## src/rtl/mem_port_arbiter_pkg.sv

```systemverilog
// -----------------------------------------------------------------------------
// mem_arb_pkg
// Shared definitions for the single-port memory arbiter slice:
//   state_t     - sequencing FSM encoding (IDLE / ACCESS / DONE)
//   PORT_FETCH  - index of requester 0 (instruction fetch)
//   PORT_DATA   - index of requester 1 (load/store data)
//   cnt_width() - width of the access-latency down-counter
// -----------------------------------------------------------------------------
package mem_arb_pkg;

  typedef enum logic [1:0] {
    IDLE   = 2'd0,
    ACCESS = 2'd1,
    DONE   = 2'd2
  } state_t;

  localparam logic PORT_FETCH = 1'b0;
  localparam logic PORT_DATA  = 1'b1;

  // The counter holds values 0..lat-1; keep at least one bit so a latency of
  // one still yields a legal vector.
  function automatic int cnt_width(input int lat);
    return (lat > 1) ? $clog2(lat) : 1;
  endfunction

endpackage

```

## src/rtl/mem_port_arbiter_if.sv

```systemverilog
// -----------------------------------------------------------------------------
// mem_port_arbiter_if
// Bundles the two requester handshakes and the single memory port.
//   Port 0 (fetch): req0, we0, addr0, wdata0 -> gnt0, rvalid0, rdata0
//   Port 1 (data) : req1, we1, addr1, wdata1 -> gnt1, rvalid1, rdata1
//   Memory        : mem_en, mem_we, mem_addr, mem_wdata -> mem_rdata
// Modports:
//   slave  - the arbiter's view (requests in, grants/memory command out)
//   master - the surrounding system (requesters and memory)
// -----------------------------------------------------------------------------
interface mem_port_arbiter_if #(
  parameter int ADDR_W = 32,
  parameter int DATA_W = 32
);

  logic              req0;
  logic              we0;
  logic [ADDR_W-1:0] addr0;
  logic [DATA_W-1:0] wdata0;
  logic              gnt0;
  logic              rvalid0;
  logic [DATA_W-1:0] rdata0;

  logic              req1;
  logic              we1;
  logic [ADDR_W-1:0] addr1;
  logic [DATA_W-1:0] wdata1;
  logic              gnt1;
  logic              rvalid1;
  logic [DATA_W-1:0] rdata1;

  logic              mem_en;
  logic              mem_we;
  logic [ADDR_W-1:0] mem_addr;
  logic [DATA_W-1:0] mem_wdata;
  logic [DATA_W-1:0] mem_rdata;

  modport slave (
    input  req0, we0, addr0, wdata0,
    output gnt0, rvalid0, rdata0,
    input  req1, we1, addr1, wdata1,
    output gnt1, rvalid1, rdata1,
    output mem_en, mem_we, mem_addr, mem_wdata,
    input  mem_rdata
  );

  modport master (
    output req0, we0, addr0, wdata0,
    input  gnt0, rvalid0, rdata0,
    output req1, we1, addr1, wdata1,
    input  gnt1, rvalid1, rdata1,
    input  mem_en, mem_we, mem_addr, mem_wdata,
    output mem_rdata
  );

endinterface

```

## src/rtl/mem_port_arbiter_pick.sv

```systemverilog
// -----------------------------------------------------------------------------
// arb_pick
// Combinational winner select between the fetch and data requesters.
// Build option: MEM_ARB_ROUND_ROBIN_EN
//   defined   - a tie goes to the port that did not win most recently
//   undefined - a tie always goes to the data port (fixed priority)
// A single request always wins regardless of the build.
// Ports:
//   i_req0, i_req1 - pending requests
//   i_last_win     - most recent winner (round-robin build only)
//   o_any          - at least one request pending
//   o_win          - index of the selected port
// -----------------------------------------------------------------------------
module arb_pick
  import mem_arb_pkg::*;
(
  input  logic i_req0,
  input  logic i_req1,
`ifdef MEM_ARB_ROUND_ROBIN_EN
  input  logic i_last_win,
`endif
  output logic o_any,
  output logic o_win
);

  logic w_tie_win;

`ifdef MEM_ARB_ROUND_ROBIN_EN
  assign w_tie_win = ~i_last_win;
`else
  // Data accesses must never stall behind instruction fetch.
  assign w_tie_win = PORT_DATA;
`endif

  always_comb begin
    o_any = i_req0 | i_req1;
    o_win = PORT_DATA;
    if (i_req0 && i_req1) begin
      o_win = w_tie_win;
    end else if (i_req0) begin
      o_win = PORT_FETCH;
    end
  end

endmodule

```

## src/rtl/mem_port_arbiter.sv

```systemverilog
// -----------------------------------------------------------------------------
// mem_port_arbiter
// Shares one memory port between instruction fetch (port 0) and load/store
// (port 1). A request is sampled on the arbitrating edge, acknowledged with a
// one-cycle gnt, then the memory is enabled for MEM_LATENCY cycles and the
// result is returned with a one-cycle rvalid on the winning port.
// Build option: MEM_ARB_ROUND_ROBIN_EN selects round-robin tie breaking
// (default build: fixed priority, data port first).
// Ports:
//   clk     - system clock, rising edge
//   reset_n - asynchronous active-low reset; aborts any access in flight
//   bus     - mem_port_arbiter_if.slave (requester handshakes + memory port)
// Parameters: ADDR_W, DATA_W, MEM_LATENCY (>= 1).
// -----------------------------------------------------------------------------
module mem_port_arbiter
  import mem_arb_pkg::*;
#(
  parameter int ADDR_W      = 32,
  parameter int DATA_W      = 32,
  parameter int MEM_LATENCY = 1
) (
  input  logic                clk,
  input  logic                reset_n,
  mem_port_arbiter_if.slave   bus
);

  localparam int CNT_W = cnt_width(MEM_LATENCY);

  if (MEM_LATENCY < 1) begin : g_bad_latency
    $error("mem_port_arbiter: MEM_LATENCY must be at least 1");
  end

  state_t            r_state;
  logic [CNT_W-1:0]  r_cnt;
  logic              r_win;
  logic              r_we;
  logic [ADDR_W-1:0] r_addr;
  logic [DATA_W-1:0] r_wdata;
  logic              r_gnt0;
  logic              r_gnt1;
  logic              r_rvalid0;
  logic              r_rvalid1;
  logic [DATA_W-1:0] r_rdata0;
  logic [DATA_W-1:0] r_rdata1;
  logic              r_mem_en;

  logic              w_any;
  logic              w_win;
  logic              w_req_we;
  logic [ADDR_W-1:0] w_req_addr;
  logic [DATA_W-1:0] w_req_wdata;
  logic [DATA_W-1:0] w_rsp_data;

`ifdef MEM_ARB_ROUND_ROBIN_EN
  logic              r_last_win;

  arb_pick u_pick (
    .i_req0     (bus.req0),
    .i_req1     (bus.req1),
    .i_last_win (r_last_win),
    .o_any      (w_any),
    .o_win      (w_win)
  );

  // Starts at the data port so the first tie goes to fetch.
  always_ff @(posedge clk or negedge reset_n) begin
    if (!reset_n) begin
      r_last_win <= PORT_DATA;
    end else if ((r_state != ACCESS) && w_any) begin
      r_last_win <= w_win;
    end
  end
`else
  arb_pick u_pick (
    .i_req0 (bus.req0),
    .i_req1 (bus.req1),
    .o_any  (w_any),
    .o_win  (w_win)
  );
`endif

  assign w_req_we    = (w_win == PORT_DATA) ? bus.we1    : bus.we0;
  assign w_req_addr  = (w_win == PORT_DATA) ? bus.addr1  : bus.addr0;
  assign w_req_wdata = (w_win == PORT_DATA) ? bus.wdata1 : bus.wdata0;

  // Writes complete with a zero data word rather than whatever the memory
  // happens to drive.
  assign w_rsp_data  = r_we ? '0 : bus.mem_rdata;

  // Sequencer: IDLE/DONE arbitrate, ACCESS holds mem_en for MEM_LATENCY cycles.
  always_ff @(posedge clk or negedge reset_n) begin
    if (!reset_n) begin
      r_state   <= IDLE;
      r_cnt     <= '0;
      r_win     <= 1'b0;
      r_we      <= 1'b0;
      r_addr    <= '0;
      r_wdata   <= '0;
      r_gnt0    <= 1'b0;
      r_gnt1    <= 1'b0;
      r_rvalid0 <= 1'b0;
      r_rvalid1 <= 1'b0;
      r_rdata0  <= '0;
      r_rdata1  <= '0;
      r_mem_en  <= 1'b0;
    end else begin
      r_gnt0    <= 1'b0;
      r_gnt1    <= 1'b0;
      r_rvalid0 <= 1'b0;
      r_rvalid1 <= 1'b0;
      case (r_state)
        IDLE, DONE: begin
          if (w_any) begin
            r_win    <= w_win;
            r_we     <= w_req_we;
            r_addr   <= w_req_addr;
            r_wdata  <= w_req_wdata;
            r_cnt    <= CNT_W'(MEM_LATENCY - 1);
            r_gnt0   <= (w_win == PORT_FETCH);
            r_gnt1   <= (w_win == PORT_DATA);
            r_mem_en <= 1'b1;
            r_state  <= ACCESS;
          end else begin
            r_state  <= IDLE;
          end
        end
        ACCESS: begin
          if (r_cnt != '0) begin
            r_cnt <= r_cnt - CNT_W'(1);
          end else begin
            // Last enabled cycle: memory data is valid now.
            r_mem_en <= 1'b0;
            if (r_win == PORT_DATA) begin
              r_rdata1  <= w_rsp_data;
              r_rvalid1 <= 1'b1;
            end else begin
              r_rdata0  <= w_rsp_data;
              r_rvalid0 <= 1'b1;
            end
            r_state <= DONE;
          end
        end
        default: r_state <= IDLE;
      endcase
    end
  end

  assign bus.gnt0      = r_gnt0;
  assign bus.gnt1      = r_gnt1;
  assign bus.rvalid0   = r_rvalid0;
  assign bus.rvalid1   = r_rvalid1;
  assign bus.rdata0    = r_rdata0;
  assign bus.rdata1    = r_rdata1;
  assign bus.mem_en    = r_mem_en;
  // Address and write data keep their last values between accesses.
  assign bus.mem_we    = r_mem_en & r_we;
  assign bus.mem_addr  = r_addr;
  assign bus.mem_wdata = r_wdata;

endmodule

```

## src/flat_wrapper.sv

```systemverilog
// flat-port wrapper written by rule: the top's interface ports become plain ports
module mem_port_arbiter_flat import mem_arb_pkg::*;
#(
  parameter int ADDR_W      = 32,
  parameter int DATA_W      = 32,
  parameter int MEM_LATENCY = 1
)
  (clk, reset_n, bus_req0, bus_we0, bus_addr0, bus_wdata0, bus_gnt0, bus_rvalid0, bus_rdata0, bus_req1, bus_we1, bus_addr1, bus_wdata1, bus_gnt1, bus_rvalid1, bus_rdata1, bus_mem_en, bus_mem_we, bus_mem_addr, bus_mem_wdata, bus_mem_rdata);
  mem_port_arbiter_if #(.ADDR_W(ADDR_W), .DATA_W(DATA_W)) bus_i ();
  input  logic clk;
  input  logic reset_n;
  input wire logic [$bits(bus_i.req0)-1:0] bus_req0;
  input wire logic [$bits(bus_i.we0)-1:0] bus_we0;
  input wire logic [$bits(bus_i.addr0)-1:0] bus_addr0;
  input wire logic [$bits(bus_i.wdata0)-1:0] bus_wdata0;
  output wire logic [$bits(bus_i.gnt0)-1:0] bus_gnt0;
  output wire logic [$bits(bus_i.rvalid0)-1:0] bus_rvalid0;
  output wire logic [$bits(bus_i.rdata0)-1:0] bus_rdata0;
  input wire logic [$bits(bus_i.req1)-1:0] bus_req1;
  input wire logic [$bits(bus_i.we1)-1:0] bus_we1;
  input wire logic [$bits(bus_i.addr1)-1:0] bus_addr1;
  input wire logic [$bits(bus_i.wdata1)-1:0] bus_wdata1;
  output wire logic [$bits(bus_i.gnt1)-1:0] bus_gnt1;
  output wire logic [$bits(bus_i.rvalid1)-1:0] bus_rvalid1;
  output wire logic [$bits(bus_i.rdata1)-1:0] bus_rdata1;
  output wire logic [$bits(bus_i.mem_en)-1:0] bus_mem_en;
  output wire logic [$bits(bus_i.mem_we)-1:0] bus_mem_we;
  output wire logic [$bits(bus_i.mem_addr)-1:0] bus_mem_addr;
  output wire logic [$bits(bus_i.mem_wdata)-1:0] bus_mem_wdata;
  input wire logic [$bits(bus_i.mem_rdata)-1:0] bus_mem_rdata;
  assign bus_i.req0 = bus_req0;
  assign bus_i.we0 = bus_we0;
  assign bus_i.addr0 = bus_addr0;
  assign bus_i.wdata0 = bus_wdata0;
  assign bus_gnt0 = bus_i.gnt0;
  assign bus_rvalid0 = bus_i.rvalid0;
  assign bus_rdata0 = bus_i.rdata0;
  assign bus_i.req1 = bus_req1;
  assign bus_i.we1 = bus_we1;
  assign bus_i.addr1 = bus_addr1;
  assign bus_i.wdata1 = bus_wdata1;
  assign bus_gnt1 = bus_i.gnt1;
  assign bus_rvalid1 = bus_i.rvalid1;
  assign bus_rdata1 = bus_i.rdata1;
  assign bus_mem_en = bus_i.mem_en;
  assign bus_mem_we = bus_i.mem_we;
  assign bus_mem_addr = bus_i.mem_addr;
  assign bus_mem_wdata = bus_i.mem_wdata;
  assign bus_i.mem_rdata = bus_mem_rdata;
  mem_port_arbiter #(.ADDR_W(ADDR_W), .DATA_W(DATA_W), .MEM_LATENCY(MEM_LATENCY)) u_core (.clk(clk), .reset_n(reset_n), .bus(bus_i));
endmodule
```

## config.mk

```make
export PLATFORM = sky130hd
export DESIGN_NAME = mem_port_arbiter_flat
export DESIGN_NICKNAME = d
export VERILOG_FILES = /design/src/rtl/mem_port_arbiter_pkg.sv /design/src/rtl/mem_port_arbiter_if.sv /design/src/rtl/mem_port_arbiter_pick.sv /design/src/rtl/mem_port_arbiter.sv /design/src/flat_wrapper.sv
export SDC_FILE = /design/constraint.sdc
export NUM_CORES = 1
export LEC_CHECK = 0
export ABC_AREA = 1
export CAP_MARGIN = 20
export CELL_PAD_IN_SITES_DETAIL_PLACEMENT = 2
export CELL_PAD_IN_SITES_GLOBAL_PLACEMENT = 2
export CORE_MARGIN = 2
export CORE_UTILIZATION = 20
export CTS_CLUSTER_DIAMETER = 40
export CTS_CLUSTER_SIZE = 25
export DETAILED_ROUTE_END_ITERATION = 10
export GPL_ROUTABILITY_DRIVEN = 0
export PLACE_DENSITY = 0.86
export SLEW_MARGIN = 10
export SYNTH_ARGS = -nofsm -noshare
export SYNTH_HDL_FRONTEND = slang
export SYNTH_SLANG_ARGS = --single-unit
```

## constraint.sdc

```tcl
create_clock -name clk -period 1.1 [get_ports clk]
set_input_delay 0.22 -clock clk [delete_from_list [all_inputs] [get_ports clk]]
set_output_delay 0.22 -clock clk [all_outputs]
set_load 0.1 [all_outputs]
```

==> results.toml, run 1 <==
[synthesis]
synth_top_area_share_pct = 51.0
synth.distinct_cells = 16
synthDominantAreaCellType = "dfrtp_1"
syn_area_per_cell_um2 = 7.26
synth_area_um2 = 6720
ff_latch_count_synth = 137
synth_top_cells_by_area = "dfrtp_1 51%, nand2_1 18%, nand3_1 9.7%"
syn_nets = 1092
yosysSeqAreaShare_pct = 51.0
synthCells = 926
synth_warnings = 0

[sta]
drv_slew = 0
hold_viol_final = 0
finClkSkew_ns = 0.0212
max_freq_mhz = 665
max_slew_margin_pct = 69.0
worst-slew-pin-transition_ns = 0.465
unrepaired_setup_endpoints_after_global_routing = "true"
layout_setup_ws_ns = -0.403
finalCritPeriodShare_pct = 137
setup-violations-final = 267
post-route-min-period_ns = 1.50

[power_and_ir_drop]
power.density_cell_area_nw_per_um2 = 2900
vdd.ir_drop.worst_uv = 1530
power_leakage_uw = 0.00804
total_power_uw = 46800

[global_routing]
antenna_found_initial = 5
overflow = 0
grtUsageTotal_pct = 24.6
first_global_vias = 9790
grt_first_pass_wirelength_um = 64100
maximum_number_of_pins_on_one_net_before_global_route_repair = 57

[hold_path]
worst_hold_path_type = "in -> async"

[route]
post_route_drc = 0
dr_total_vias = 8497
route.detailed.wl_per_inst_um = 26.0
postRouteWirelength_um = 47900
via_per_inst = 4.61
antenna_violating_nets_post_route = 0
drtIter0Drc = 294
drtPass1Iterations = 5

[job]
max_cap_violations = 0

[floorplan]
dieArea_um2 = 35100
die-width_um = 187
rows = 67
placeable_area_um2 = 33300
die_y_um = 187
start_util_pct = 20.2
design.portCount = 300

[critical_path]
timing.critical_path.fanout_max = 2
slowest_stage = "dfrtp_4"
cp-end-kind = "output pin"
crit_arrival_ns = 1.28
cp.required_ns = 0.88
cp_slowest_stage_delay_ns = 0.49
crit_type = "reg -> out"
cp-start-kind = "flop"
timing.critical_path.cells = "nand2_4 -> clkinvlp_4 -> buf_12"

[cts]
htree_num_levels = 4
clk_pin_slew_worst_paths_ns = 0.07
numClockSinks = 137
cts_tree = "done"
ctsLongestPathBuffers = 2
clockRootBuffer = "clkbuf_16"
cts_made_buffers = 17
clk_latency_ns = 0.45

[place]
post-place-cells = 1653
port_buffers = 299
place_hpwl_um = 23700

[finish]
fillers = 3307
number_of_cells_in_the_finished_layout_apart_from_fillers = 1843
fin_nets = 1543
layout-drive-gt1-share_pct = 58.2
final_cell_utilization_of_the_core_pct = 48.5
layout_area_overhead_pct = 140

[run_status]
run_status = "finished, violations left"
failed_checks = "setup timing"
==> cell type report <==
| class | instances | area, µm² | area share, % |
|---|---|---|---|
| Clock buffer | 17 | 425 | 2.63 |
| Tap cell | 448 | 561 | 3.47 |
| Timing Repair inverter | 1 | 16.3 | 0.101 |
| Sequential cell | 137 | 3600 | 22.3 |
| Timing Repair Buffer | 489 | 6730 | 41.7 |
| Clock inverter | 15 | 178 | 1.10 |
| Antenna cell | 5 | 12.5 | 0.0775 |
| Inverter | 170 | 664 | 4.11 |
| Multi-Input combinational cell | 561 | 3970 | 24.6 |
==> through the flow <==
stage / setup WS (ns) / TNS, ns / instance area, µm² / hold slack [ns]
6_report: -0.403 / -59.45 / 16200 / 0.226
4_1_cts: -0.428 / -54.83 / 15100 / 0.221
3_5_place_dp: -0.479 / -43.74 / 12000 / 0.112
2_1_floorplan: -0.240 / -0.285 / 6940 / -0.0756
3_3_place_gp: -0.403 / -36.71 / 12000 / 0.112
5_1_grt: -0.437 / -68.76 / 16200 / 0.232
==> logic make-up (layout without fill, tap and decap cells) <==
logic type      count (synthesis)  after routing  share of synthesized area [%]
buf+inv                       228            692                           13.8
simple gates                  496            496                           30.3
flops                         137            137                           51.0
other cells                     0              5                              0
compound gates                 65             65                           4.84
==> path summary, 6_finish.rpt <==
| path | startpoint | end | slack [ns] | depth (start not counted) |
|---|---|---|---|---|
| setup / recovery | u_core.bus.mem_en$_DFFE_PN0P_ | bus_mem_we | -0.40 | 3 |
| hold / removal | reset_n | u_core.bus.rdata1[5]$_DFFE_PN0P_ | 0.23 | 2 |
| setup reg to reg | u_core.r_state[1]$_DFF_PN0_ | u_core.bus.rdata0[19]$_DFFE_PN0P_ | -0.37 | 8 |
| hold reg to reg | u_core.bus.mem_wdata[21]$_DFFE_PN0P_ | u_core.bus.mem_wdata[21]$_DFFE_PN0P_ | 0.53 | 2 |
| max in group asynchronous | reset_n | u_core.bus.mem_wdata[4]$_DFFE_PN0P_ | 0.34 | 3 |
| min in group clk | bus_req1 | u_core.bus.gnt1$_DFF_PN0_ | 0.29 | 4 |
==> cells in the mapped netlist, drive strengths merged <==
library cell and instances:
nand3 130, o21ai 64, inv 170, buf 40, a21oi 1, nand2 331, clkbuf 18, dfrtp 137
nor2 35
==> metal layers <==
layer	vias up	wire length (µm)	GRT usage [%]
met5	-	0	0
met4	0	2520	12.1
met3	127	2340	5.82
met2	340	26700	46.5
met1	4323	16300	25.3
li1	3707	-	-
==> power by group <==
| part | switching, µW | total, µW | internal [µW] |
|---|---|---|---|
| Sequential | 2290 | 9340 | 7050 |
| Combinational | 19600 | 31300 | 11700 |
| Clock | 2940 | 6200 | 3260 |
==> worst max-delay path, delay by kind of cell (launching register included) <==
kind	cells	cell delay [ns]
flops	1	0.49
simple gates	1	0.08
buf+inv	2	0.27
==> placed cells by master, fill, tap and decap left out, drive strengths merged <==
master and count:
nor2 35, buf 325, nand3 130, a21oi 1
dlymetal6s2s 1, clkdlybuf4s50 162, bufinv 1, clkbuf 17
dfrtp 137, clkinvlp 2, inv 178, dlygate4sd3 1
o21ai 64, diode 5, clkinv 5, nand2 331
==> repair_timing <==
| action | 4_1_cts | 5_1_grt |
|---|---|---|
| hold buffers | 1 | 0 |
| pin swaps | 66 | 69 |
| cloned | 33 | 0 |
| setup endpoints to repair | 266 | 268 |
| gates resized for setup | 321 | 235 |
| hold endpoints to repair | 137 | 0 |
| buffers inserted | 76 | 59 |
==> state kept, by name, summed over array words and instances (netlist names), 2 cells and up <==
register and flops:
u_core.bus.mem_addr 32, u_core.bus.mem_wdata 32, u_core.bus.rdata0 32, u_core.bus.rdata1 32, u_core.r_state 2
Note: power is estimated with default switching activity, not from simulation.
==> run 2: changes to the inputs <==
--- a/config.mk
+++ b/config.mk
@@ -9,7 +9,7 @@
 export CAP_MARGIN = 20
 export CELL_PAD_IN_SITES_DETAIL_PLACEMENT = 2
 export CELL_PAD_IN_SITES_GLOBAL_PLACEMENT = 2
-export CORE_MARGIN = 2
+export CORE_MARGIN = 1
 export CORE_UTILIZATION = 20
 export CTS_CLUSTER_DIAMETER = 40
 export CTS_CLUSTER_SIZE = 25
==> run 2 against run 1 <==
Clock power about the same. Sequential cell count unchanged. Clock skew fell by 0.0038 ns. Largest power group unchanged. Sequential power rose by 0.7%. Clock-buffer cell count is the same. Fmax is 3.5% lower. The run still ends with setup timing left. Largest cell class unchanged. Die area down 2.1%.
==> results.toml, run 2 (synthesis results as in run 1) <==
[place]
port_buffers = 299
post-place-cells = 1652
place_hpwl_um = 24400
postPlaceCellArea_um2 = 12000
pre_cts_ws_ns = -0.528

[global_routing]
first_global_vias = 9720
grtUsageTotal_pct = 26.1
grt_first_pass_wirelength_um = 64600
maximum_number_of_pins_on_one_net_before_global_route_repair = 44
overflow = 0
antenna_found_initial = 5

[critical_path]
timing.critical_path.cells = "inv_1 -> nand2_8 -> nor2_4 -> buf_12 -> buf_12 -> buf_16 -> nand2_4 -> nand2_2"
ff2ff_path_depth = 8
crit_arrival_ns = 1.90
cp-end-kind = "flop"
cp-start-kind = "flop"
slowest_stage = "dfrtp_1"
timing.critical_path.buf_inv = 4
crit_type = "reg -> reg"
cp_slowest_stage_delay_ns = 0.39
critical_path_cell_count = 8
cpMostUsedCell = "buf_12"
cp.required_ns = 1.45
critical_path.top_delay_family = "buffers and inverters"
timing.critical_path.fanout_max = 6

[cts]
numClockSinks = 137
clk_latency_ns = 0.43
clockRootBuffer = "clkbuf_16"
htree_num_levels = 4
ctsLongestPathBuffers = 2
cts_tree = "done"
clk_pin_slew_worst_paths_ns = 0.08
cts_made_buffers = 17

[sta]
layout_setup_ws_ns = -0.457
post-route-min-period_ns = 1.56
finalCritPeriodShare_pct = 142
max_slew_margin_pct = 68.6
setup_tns_ns = -61.10
setup-violations-final = 269
hold_viol_final = 0
worst-slew-pin-transition_ns = 0.471
max_freq_mhz = 642
drv_slew = 0
finClkSkew_ns = 0.0174
unrepaired_setup_endpoints_after_global_routing = "true"

[floorplan]
design.portCount = 300
die_y_um = 185
dieArea_um2 = 34400
die-width_um = 185
placeable_area_um2 = 32800
rows = 66
start_util_pct = 20.5

[route]
drtPass1Iterations = 6
via_per_inst = 4.67
postRouteWirelength_um = 51400
drtIter0Drc = 306
antenna_violating_nets_post_route = 0
dr_total_vias = 8597
post_route_drc = 0
route.detailed.wl_per_inst_um = 27.9

[finish]
fillers = 3256
postLayoutCellArea_um2 = 16300
layout_common_cells = "166 x buf_12, 165 x inv_1, 162 x clkdlybuf4s50_1"
layout-drive-gt1-share_pct = 61.1
fin_nets = 1547
layout_area_overhead_pct = 142
number_of_cells_in_the_finished_layout_apart_from_fillers = 1839
most_frequent_standard_cell_in_the_layout_excluding_fill_and_tap_cells = "buf_12"

[run_status]
failed_checks = "setup timing"
run_status = "finished, violations left"

[job]
max_cap_violations = 0

[power_and_ir_drop]
power_leakage_uw = 0.00822
vdd.ir_drop.worst_uv = 1730
power.density_cell_area_nw_per_um2 = 2880

[hold_path]
worst_hold_path_type = "in -> async"
[run 2: cell count changes in the layout (fill, tap and decap cells not counted), moves of 8 or more]
| cell | previous run | this run |
|---|---|---|
| o21ai_0 | 10 | 19 |
| nand2_4 | 64 | 102 |
| o21ai_4 | 18 | 5 |
| nand2_1 | 146 | 103 |
| buf_4 | 111 | 119 |
| nand3_2 | 40 | 51 |
[run 2: worst paths after layout]
check                                                     startpoint                                    to  slack (ns)
worst max-delay path                     u_core.r_state[1]$_DFF_PN0_      u_core.bus.rdata0[9]$_DFFE_PN0P_       -0.46
worst min-delay path                                         reset_n     u_core.bus.rdata0[11]$_DFFE_PN0P_        0.28
worst max register to register           u_core.r_state[1]$_DFF_PN0_      u_core.bus.rdata0[9]$_DFFE_PN0P_       -0.46
worst min register to register  u_core.bus.mem_wdata[22]$_DFFE_PN0P_  u_core.bus.mem_wdata[22]$_DFFE_PN0P_        0.54
max in group asynchronous                                    reset_n   u_core.bus.mem_addr[19]$_DFFE_PN0P_        0.29
min in group clk                                            bus_req0               u_core.r_we$_DFFE_PN0P_        0.39
[run 2: through the flow]
step,hold WS [ns],utilization (%),total power [µW]
final,0.275,49.7,46900
after global routing,0.269,49.7,48000
after CTS,0.240,45.4,43100
after detailed placement,0.123,36.7,33600
after global placement,0.126,36.7,32800
after floorplan,-0.0756,-,22600
[run 2: layout make-up]
type                    count  area [µm²]  share of cell area (%)
diodes                      3        7.51                  0.0461
clock buffers              17         425                    2.61
clock inverters            15         153                   0.938
inverters                 170         661                    4.06
multi-input cells         561        4120                    25.3
flip-flops and latches    137        3600                    22.1
well taps                 442         553                    3.40
repair buffers            494        6760                    41.5
[run 2: layer usage]
metal | global-route usage [%] | vias up | wire, µm
met5 | 0 | - | 25
met4 | 11.0 | 4 | 2840
met3 | 5.78 | 162 | 2990
met2 | 51.0 | 381 | 28500
met1 | 26.2 | 4342 | 17100
li1 | - | 3708 | -
[run 2: power breakdown]
group	internal (µW)	switching [µW]
Sequential	7050	2360
Clock	3220	2980
Combinational	11600	19700
[run 2: worst register-to-register path, cell delays in order (launching register included)]
cell and delay [ns]:
dfrtp_1 0.39, inv_1 0.18, nand2_8 0.10, nor2_4 0.23, buf_12 0.16, buf_12 0.12
buf_16 0.16, nand2_4 0.06, nand2_2 0.09
[run 2: repair_timing]
item | CTS | global route
hold buffers | 1 | 0
hold endpoints to repair | 137 | 0
gates resized for setup | 292 | 305
cloned | 27 | 1
pin swaps | 46 | 72
endpoints found under the setup margin | 266 | 269
buffers inserted | 64 | 75
==> run 3: changes to the inputs <==
--- a/config.mk
+++ b/config.mk
@@ -6,7 +6,6 @@
 export NUM_CORES = 1
 export LEC_CHECK = 0
 export ABC_AREA = 1
-export CAP_MARGIN = 20
 export CELL_PAD_IN_SITES_DETAIL_PLACEMENT = 2
 export CELL_PAD_IN_SITES_GLOBAL_PLACEMENT = 2
 export CORE_MARGIN = 1
==> results of run 3 <==
Same layout as run 2: the final DEF is identical, and so are final timing and power.
